===== src/rtl/dense_seq_ctrl.sv =====
// ----------------------------------------------------------------------------
// dense_seq_ctrl
//   Sequencer for the integer dense-layer front datapath. Accepts H feature
//   rows per image from upstream over a valid/ready handshake and issues each
//   one to the datapath as a one-cycle strobe. Strobes are spaced
//   ROW_CYCLES+1 cycles apart when upstream keeps up. It then gathers B serial
//   datapath outputs into a result vector and presents that vector
//   downstream. After the downstream handshake it pulses an accumulator clear.
//
//   Optional feature macro: DENSE_SEQ_ARGMAX_EN
//     When defined, adds argmax_o: the index of the largest signed result.
//     Ties keep the lowest index. It is valid together with out_valid.
//
// Ports
//   clk, rst      clock, asynchronous active-high reset
//   in_valid/in_ready/in_data      upstream row handshake (W*D*DATA_WIDTH bits)
//   dp_valid_o/dp_data_o           row strobe and held row to the datapath
//   dp_valid_i/dp_data_i           serial datapath outputs
//   dp_clear_o                     one-cycle accumulator clear after handshake
//   out_valid/out_ready/out_data   result vector handshake, slot k at [k*DW +: DW]
//   busy                           sequencer not idle
//   ovf                            sticky: datapath strobe seen outside COLLECT
//   argmax_o (DENSE_SEQ_ARGMAX_EN) index of the maximum result
// ----------------------------------------------------------------------------
module dense_seq_ctrl #(
    parameter int H          = 3,
    parameter int W          = 3,
    parameter int D          = 12,
    parameter int B          = 64,
    parameter int DATA_WIDTH = 8,
    parameter int ROW_CYCLES = 128
) (
    input  logic                         clk,
    input  logic                         rst,
    input  logic                         in_valid,
    output logic                         in_ready,
    input  logic [W*D*DATA_WIDTH-1:0]    in_data,
    output logic                         dp_valid_o,
    output logic [W*D*DATA_WIDTH-1:0]    dp_data_o,
    input  logic                         dp_valid_i,
    input  logic [DATA_WIDTH-1:0]        dp_data_i,
    output logic                         dp_clear_o,
    output logic                         out_valid,
    input  logic                         out_ready,
    output logic [B*DATA_WIDTH-1:0]      out_data,
    output logic                         busy,
    output logic                         ovf
`ifdef DENSE_SEQ_ARGMAX_EN
    ,
    output logic [((B > 1) ? $clog2(B) : 1)-1:0] argmax_o
`endif
);

    localparam int ROW_W = W * D * DATA_WIDTH;
    localparam int RCW   = (H > 1) ? $clog2(H) : 1;
    localparam int OCW   = (B > 1) ? $clog2(B) : 1;
    localparam int WCW   = $clog2(ROW_CYCLES);

    localparam logic [RCW-1:0] ROW_LAST  = RCW'(H - 1);
    localparam logic [OCW-1:0] OUT_LAST  = OCW'(B - 1);
    localparam logic [OCW-1:0] OUT_FIRST = OCW'(0);
    localparam logic [WCW-1:0] WAIT_LOAD = WCW'(ROW_CYCLES - 1);
    localparam logic [WCW-1:0] WAIT_ONE  = WCW'(1);
    localparam logic [WCW-1:0] WAIT_ZERO = WCW'(0);

    typedef enum logic [2:0] {
        S_IDLE    = 3'd0,
        S_ISSUE   = 3'd1,
        S_WAIT    = 3'd2,
        S_FETCH   = 3'd3,
        S_COLLECT = 3'd4,
        S_OUT     = 3'd5
    } state_t;

    state_t                  state_r;
    state_t                  next_state_s;

    logic [RCW-1:0]          row_cnt_r;
    logic [OCW-1:0]          out_cnt_r;
    logic [WCW-1:0]          wait_cnt_r;
    logic [ROW_W-1:0]        dp_data_r;
    logic [B*DATA_WIDTH-1:0] out_data_r;
    logic                    ovf_r;

    logic                    in_ready_r;
    logic                    dp_valid_r;
    logic                    dp_clear_r;
    logic                    out_valid_r;
    logic                    busy_r;

    logic                    in_ready_s;
    logic                    dp_valid_s;
    logic                    dp_clear_s;
    logic                    out_valid_s;
    logic                    busy_s;

    logic                    accept_s;
    logic                    wait_done_s;

    // Upstream handshake uses the registered ready that the source also sees.
    assign accept_s = in_valid & in_ready_r;
    // The countdown runs from ROW_CYCLES-1 and leaves WAIT on the edge where it reaches 0.
    // This gives a row period of ROW_CYCLES+1 cycles: ISSUE, ROW_CYCLES-1 WAIT cycles and one FETCH.
    assign wait_done_s = (wait_cnt_r <= WAIT_ONE);

    // State register.
    always_ff @(posedge clk or posedge rst) begin
        if (rst) begin
            state_r <= S_IDLE;
        end else begin
            state_r <= next_state_s;
        end
    end

    // Next-state logic.
    always_comb begin
        next_state_s = state_r;
        case (state_r)
            S_IDLE: begin
                if (accept_s) next_state_s = S_ISSUE;
                else          next_state_s = S_IDLE;
            end
            S_ISSUE: begin
                next_state_s = S_WAIT;
            end
            S_WAIT: begin
                if (wait_done_s) begin
                    if (row_cnt_r == ROW_LAST) next_state_s = S_COLLECT;
                    else                       next_state_s = S_FETCH;
                end else begin
                    next_state_s = S_WAIT;
                end
            end
            S_FETCH: begin
                if (accept_s) next_state_s = S_ISSUE;
                else          next_state_s = S_FETCH;
            end
            S_COLLECT: begin
                if (dp_valid_i && (out_cnt_r == OUT_LAST)) next_state_s = S_OUT;
                else                                       next_state_s = S_COLLECT;
            end
            S_OUT: begin
                // out_valid is high throughout OUT, so out_ready alone completes the handshake.
                if (out_ready) next_state_s = S_IDLE;
                else           next_state_s = S_OUT;
            end
            default: begin
                next_state_s = S_IDLE;
            end
        endcase
    end

    // Output decode from the next state, so that the registered outputs line up with the state they describe.
    always_comb begin
        in_ready_s  = 1'b0;
        dp_valid_s  = 1'b0;
        out_valid_s = 1'b0;
        busy_s      = 1'b1;
        case (next_state_s)
            S_IDLE: begin
                in_ready_s = 1'b1;
                busy_s     = 1'b0;
            end
            S_ISSUE:   dp_valid_s  = 1'b1;
            S_WAIT:    busy_s      = 1'b1;
            S_FETCH:   in_ready_s  = 1'b1;
            S_COLLECT: busy_s      = 1'b1;
            S_OUT:     out_valid_s = 1'b1;
            default: begin
                in_ready_s = 1'b0;
                busy_s     = 1'b0;
            end
        endcase
        if ((state_r == S_OUT) && out_ready) dp_clear_s = 1'b1;
        else                                 dp_clear_s = 1'b0;
    end

    // Output registers.
    always_ff @(posedge clk or posedge rst) begin
        if (rst) begin
            in_ready_r  <= 1'b0;
            dp_valid_r  <= 1'b0;
            dp_clear_r  <= 1'b0;
            out_valid_r <= 1'b0;
            busy_r      <= 1'b0;
        end else begin
            in_ready_r  <= in_ready_s;
            dp_valid_r  <= dp_valid_s;
            dp_clear_r  <= dp_clear_s;
            out_valid_r <= out_valid_s;
            busy_r      <= busy_s;
        end
    end

    // Row latch, pacing counters and result slot capture.
    always_ff @(posedge clk or posedge rst) begin
        if (rst) begin
            row_cnt_r  <= {RCW{1'b0}};
            out_cnt_r  <= {OCW{1'b0}};
            wait_cnt_r <= {WCW{1'b0}};
            dp_data_r  <= {ROW_W{1'b0}};
            out_data_r <= {(B*DATA_WIDTH){1'b0}};
        end else begin
            case (state_r)
                S_IDLE: begin
                    if (accept_s) begin
                        dp_data_r <= in_data;
                        row_cnt_r <= {RCW{1'b0}};
                    end
                end
                S_FETCH: begin
                    if (accept_s) dp_data_r <= in_data;
                end
                S_ISSUE: begin
                    wait_cnt_r <= WAIT_LOAD;
                end
                S_WAIT: begin
                    if (wait_done_s) begin
                        wait_cnt_r <= WAIT_ZERO;
                        if (row_cnt_r == ROW_LAST) out_cnt_r <= OUT_FIRST;
                        else                       row_cnt_r <= row_cnt_r + RCW'(1);
                    end else begin
                        wait_cnt_r <= wait_cnt_r - WAIT_ONE;
                    end
                end
                S_COLLECT: begin
                    if (dp_valid_i) begin
                        out_data_r[out_cnt_r*DATA_WIDTH +: DATA_WIDTH] <= dp_data_i;
                        // Saturate on the last slot so a stray extra strobe can never wrap into slot 0.
                        if (out_cnt_r != OUT_LAST) out_cnt_r <= out_cnt_r + OCW'(1);
                    end
                end
                default: begin
                    out_cnt_r <= out_cnt_r;
                end
            endcase
        end
    end

    // Sticky flag for datapath strobes that arrive outside COLLECT; those values are dropped.
    always_ff @(posedge clk or posedge rst) begin
        if (rst) begin
            ovf_r <= 1'b0;
        end else if (dp_valid_i && (state_r != S_COLLECT)) begin
            ovf_r <= 1'b1;
        end else begin
            ovf_r <= ovf_r;
        end
    end

`ifdef DENSE_SEQ_ARGMAX_EN
    logic [DATA_WIDTH-1:0] max_r;
    logic [OCW-1:0]        idx_r;
    logic                  better_s;

    // Slot 0 always seeds the running max; only a strictly greater value moves the index, so ties keep the lowest index.
    assign better_s = (out_cnt_r == OUT_FIRST) || ($signed(dp_data_i) > $signed(max_r));

    // Running signed maximum over the collected outputs.
    always_ff @(posedge clk or posedge rst) begin
        if (rst) begin
            max_r <= {DATA_WIDTH{1'b0}};
            idx_r <= {OCW{1'b0}};
        end else if ((state_r == S_COLLECT) && dp_valid_i && better_s) begin
            max_r <= dp_data_i;
            idx_r <= out_cnt_r;
        end else begin
            max_r <= max_r;
            idx_r <= idx_r;
        end
    end

    assign argmax_o = idx_r;
`endif

    assign in_ready   = in_ready_r;
    assign dp_valid_o = dp_valid_r;
    assign dp_data_o  = dp_data_r;
    assign dp_clear_o = dp_clear_r;
    assign out_valid  = out_valid_r;
    assign out_data   = out_data_r;
    assign busy       = busy_r;
    assign ovf        = ovf_r;

endmodule

===== config.mk =====
export PLATFORM = sky130hd
export DESIGN_NAME = dense_seq_ctrl
export DESIGN_NICKNAME = d
export VERILOG_FILES = /design/src/rtl/dense_seq_ctrl.sv
export SDC_FILE = /design/constraint.sdc
export NUM_CORES = 1
export LEC_CHECK = 0
export BUFFER_PORTS_ARGS = -buffer_cell sky130_fd_sc_hd__buf_2
export CAP_MARGIN = 20
export CORE_AREA = 2 2 432 434
export CTS_CLUSTER_DIAMETER = 100
export DETAILED_ROUTE_END_ITERATION = 6
export DIE_AREA = 0 0 434 436
export PLACE_DENSITY_LB_ADDON = 0.15
export SLEW_MARGIN = 20
export SYNTH_ARGS = -nofsm -noshare
export SYNTH_HDL_FRONTEND = slang
export SYNTH_SLANG_ARGS = --single-unit

===== constraint.sdc =====
create_clock -name clk -period 32.3 [get_ports clk]
set_clock_uncertainty 0.05 [all_clocks]
set_input_delay 1.615 -clock clk [delete_from_list [all_inputs] [get_ports clk]]
set_output_delay 1.615 -clock clk [all_outputs]
set_load 0.05 [all_outputs]

==> flow_summary.yaml <==
outcome:
  status: "complete, no violations"
sta:
  whs_ns: 0.412
  slew_headroom_pct: 26.8
  setup_viol: 0
  rsz0062_at_grt: "no"
  max_slew.worst_pin.slew_ns: 1.09
  maxSlewViolCount: 0
  fmax_mhz: 227
  fin_crit_ns: 4.41
  fin_setup_tns_ns: 0
  finalHoldViolations: 0
  period_share_pct: 13.6
floorplanning:
  rows: 158
  initial_core_util_pct: 17.5
  die_h_um: 436
  die-area_sq_um: 189000
  die_w_um: 434
  pin_count: 1107
  coreArea_sq_um: 185000
cts:
  root_buffer: "clkbuf_16"
  ctsResizeCount: 0
  cts.sinks: 824
  clkLatencyLatePin_ns: 0.72
  clk_pin_slew_worst_paths_ns: 0.06
  cts_hold_buffers: 0
  numCtsBuffers: 104
  cts_tree: "done"
  cts_max_level: 3
  cts_buffer_depth: 3
  postCtsSetupBuffers: 0
logic_synthesis:
  ys_ff_latch: 824
  synth_edf_count: 0
  synth_async_sr_flop_share_pct: 100
  synth-warning-count: 0
  yosysUniqueCellTypes: 63
  seq_area_frac_synth_pct: 63.9
  syn_area_sq_um: 32300
  synth_ff_type: "dfrtp_1"
  syn_nets: 2527
  netlist_instances: 2220
  syn_avg_cell_area_sq_um: 14.5
grt:
  use_met3_pct: 4.80
  grt_pass1_wl_um: 202000
  grt_max_degree: 147
  antenna_found_initial: 14
  busiest_layer: "met2"
  grt_usage_pct: 15.2
  grt.overflow.total: 0
  grt_pass1_vias: 24000
  grtUsageMet2_pct: 26.0
  met1_usage_pct: 17.9
worst_setup_path:
  criticalPathCategory: "register to register"
  worst_ep_arrival_time_ns: 4.98
  timing.rr.start: "out_cnt_r[0]"
  ff2ff_path_depth: 8
  critPathLaunchType: "register"
  cp_max_fo: 19
  worst_setup_path_end_kind: "register"
  cp_top_family: "simple AND/OR/NAND/NOR gates"
  critPathMaxStageDelay_ns: 0.77
  r2r_setup_slack_ns: 27.89
  crit_chain: "buf_4 -> inv_1 -> ha_1 -> nor3b_2 -> xor2_2 -> or4_1 -> or2_1 -> mux2_4"
  crit_required_ns: 32.87
  cp_num_buf_inv: 2
  r2r-end: "out_data[95]"
  crit_path_top_delay_cell: "xor2_2"
power_and_ir_drop:
  p_leak_uw: 0.0229
  power_density_nw_per_um2: 85.7
  peakVddDrop_mv: 0.0550
worst_hold_path:
  min_to: "ovf"
  hold_class: "register to register"
  min-delay-start: "ovf"
  holdPathStages: 1
placed_design:
  dp_cells: 5716
  numPortBuffers: 1106
  place.gp.congestion: 0.787
  dp_hpwl_um: 110000
cells_and_area:
  stdcell_count: 5922
  fillerInstances: 19900
  multi_input_area_sq_um: 11100
  syn_to_final_growth_pct: 37.9
  drive_gt1_share_pct: 60.1
  seq_area_sq_um: 20600
  nNetsFinal: 3649
detailed_routing:
  routed_wl_um: 147000
  drc_errors: 0
  vias: 23000
  drtIter0Drc: 928
  first_pass_iters: 4
  vias_per_cell: 3.89
  wl_per_cell_um: 24.9
  ant_nets: 0
run:
  maxCapViolCount: 0
[state kept, by name (all words and copies together), names as in the netlist, 2 cells and up]
name,count
dp_data_o,288
out_cnt_r,6
out_data,512
row_cnt_r,2
state_r,3
wait_cnt_r,7
[cells in the final DEF (no fill, tap or decap), types with 5 or more instances in the layout]
cell type,netlist,layout
mux2_4,16,16
nand2_1,93,93
diode_2,0,13
mux2i_1,5,5
clkbuf_16,0,105
a21oi_1,8,8
nand2b_1,9,9
buf_4,0,34
xnor2_1,7,6
dfrtp_1,824,824
clkinv_2,0,12
or4_1,6,6
and2_1,25,25
clkbuf_1,77,24
and3_1,7,7
buf_2,36,1104
o21ai_0,170,170
mux2_2,693,693
nand3_1,24,24
bufinv_16,0,13
nor2_1,72,71
nand4_1,6,6
nor2b_1,6,6
nor3_2,8,11
nor3_1,11,8
inv_1,21,20
ha_1,6,6
clkinv_4,0,6
clkbuf_8,0,24
or3_1,6,6
[power by group]
group          total (uW)  internal [uW]  switching [uW]
registers            1320           1210             108
clock network        1260            760             500
logic                1230            310             923
[layout make-up]
class,count,share of cell area (%)
antenna,13,0.0730
clock buffer,153,6.84
clock inverter,40,1.47
inverter,21,0.194
multi-input combinational,1249,25.0
sequential,824,46.3
tap,2480,6.97
timing repair buffer,1142,13.2
[how the worst max path moves through the flow]
stage	from	endpoint	slack [ns]	depth (start not counted)
after floorplan	rst	busy	7.49	1
after global placement	rst	out_data[442]	27.17	5
after detailed placement	rst	out_data[181]	27.19	5
after CTS	out_cnt_r[0]	out_data[95]	27.94	8
after global routing	rst	out_data[285]	27.64	5
final	out_cnt_r[0]	out_data[95]	27.89	8
[stage by stage]
step                      total power (uW)  cell area (sq um)  util [%]  worst slack, ns
after detailed placement              2590              40800      22.1            27.19
after global placement                2590              40800      22.1            27.17
after CTS                             3890              44500      24.1            27.94
after global routing                  3990              44500      24.1            27.64
final                                 3820              44500      24.1            27.89
after floorplan                       2220              32300         -             7.49
[Yosys cell counts, drive strengths merged (3+ instances only)]
library cell	number	area [sq um]
mux2i	5	50.1
nand3	28	160
nor2	76	300
ha	6	75.1
a21o	3	22.5
and3	7	43.8
nor4	5	58.8
mux2	713	8090
o211ai	3	22.5
nor2b	6	37.5
nand2b	9	56.3
buf	49	251
a211oi	3	22.5
nor3	22	184
clkbuf	77	289
o21ai	172	865
or2	7	43.8
or4	6	45.0
nor3b	6	55.1
dfrtp	824	20600
xnor2	7	61.3
or3	6	37.5
nand4	6	37.5
and2	25	156
xor2	4	35.0
a21oi	8	40.0
nand2	93	349
inv	21	78.8
[kinds of logic after synthesis]
kind of cell | Yosys count | share of synthesized area [%]
buffers and inverters | 147 | 1.92
muxes | 718 | 25.2
DFF | 824 | 63.9
and+or+nand+nor | 311 | 5.13
AOI/OAI and AO/OA | 203 | 3.36
adders and majority gates | 6 | 0.232
xor gates and xnor gates | 11 | 0.298
[metal layers]
layer  up-vias  routed length [um]
met5         -                  27
met4         4                4380
met3       182               10400
met2       694               73200
met1     12100               59200
li1      10100                   -
Note: power is estimated with default switching activity, not from simulation.
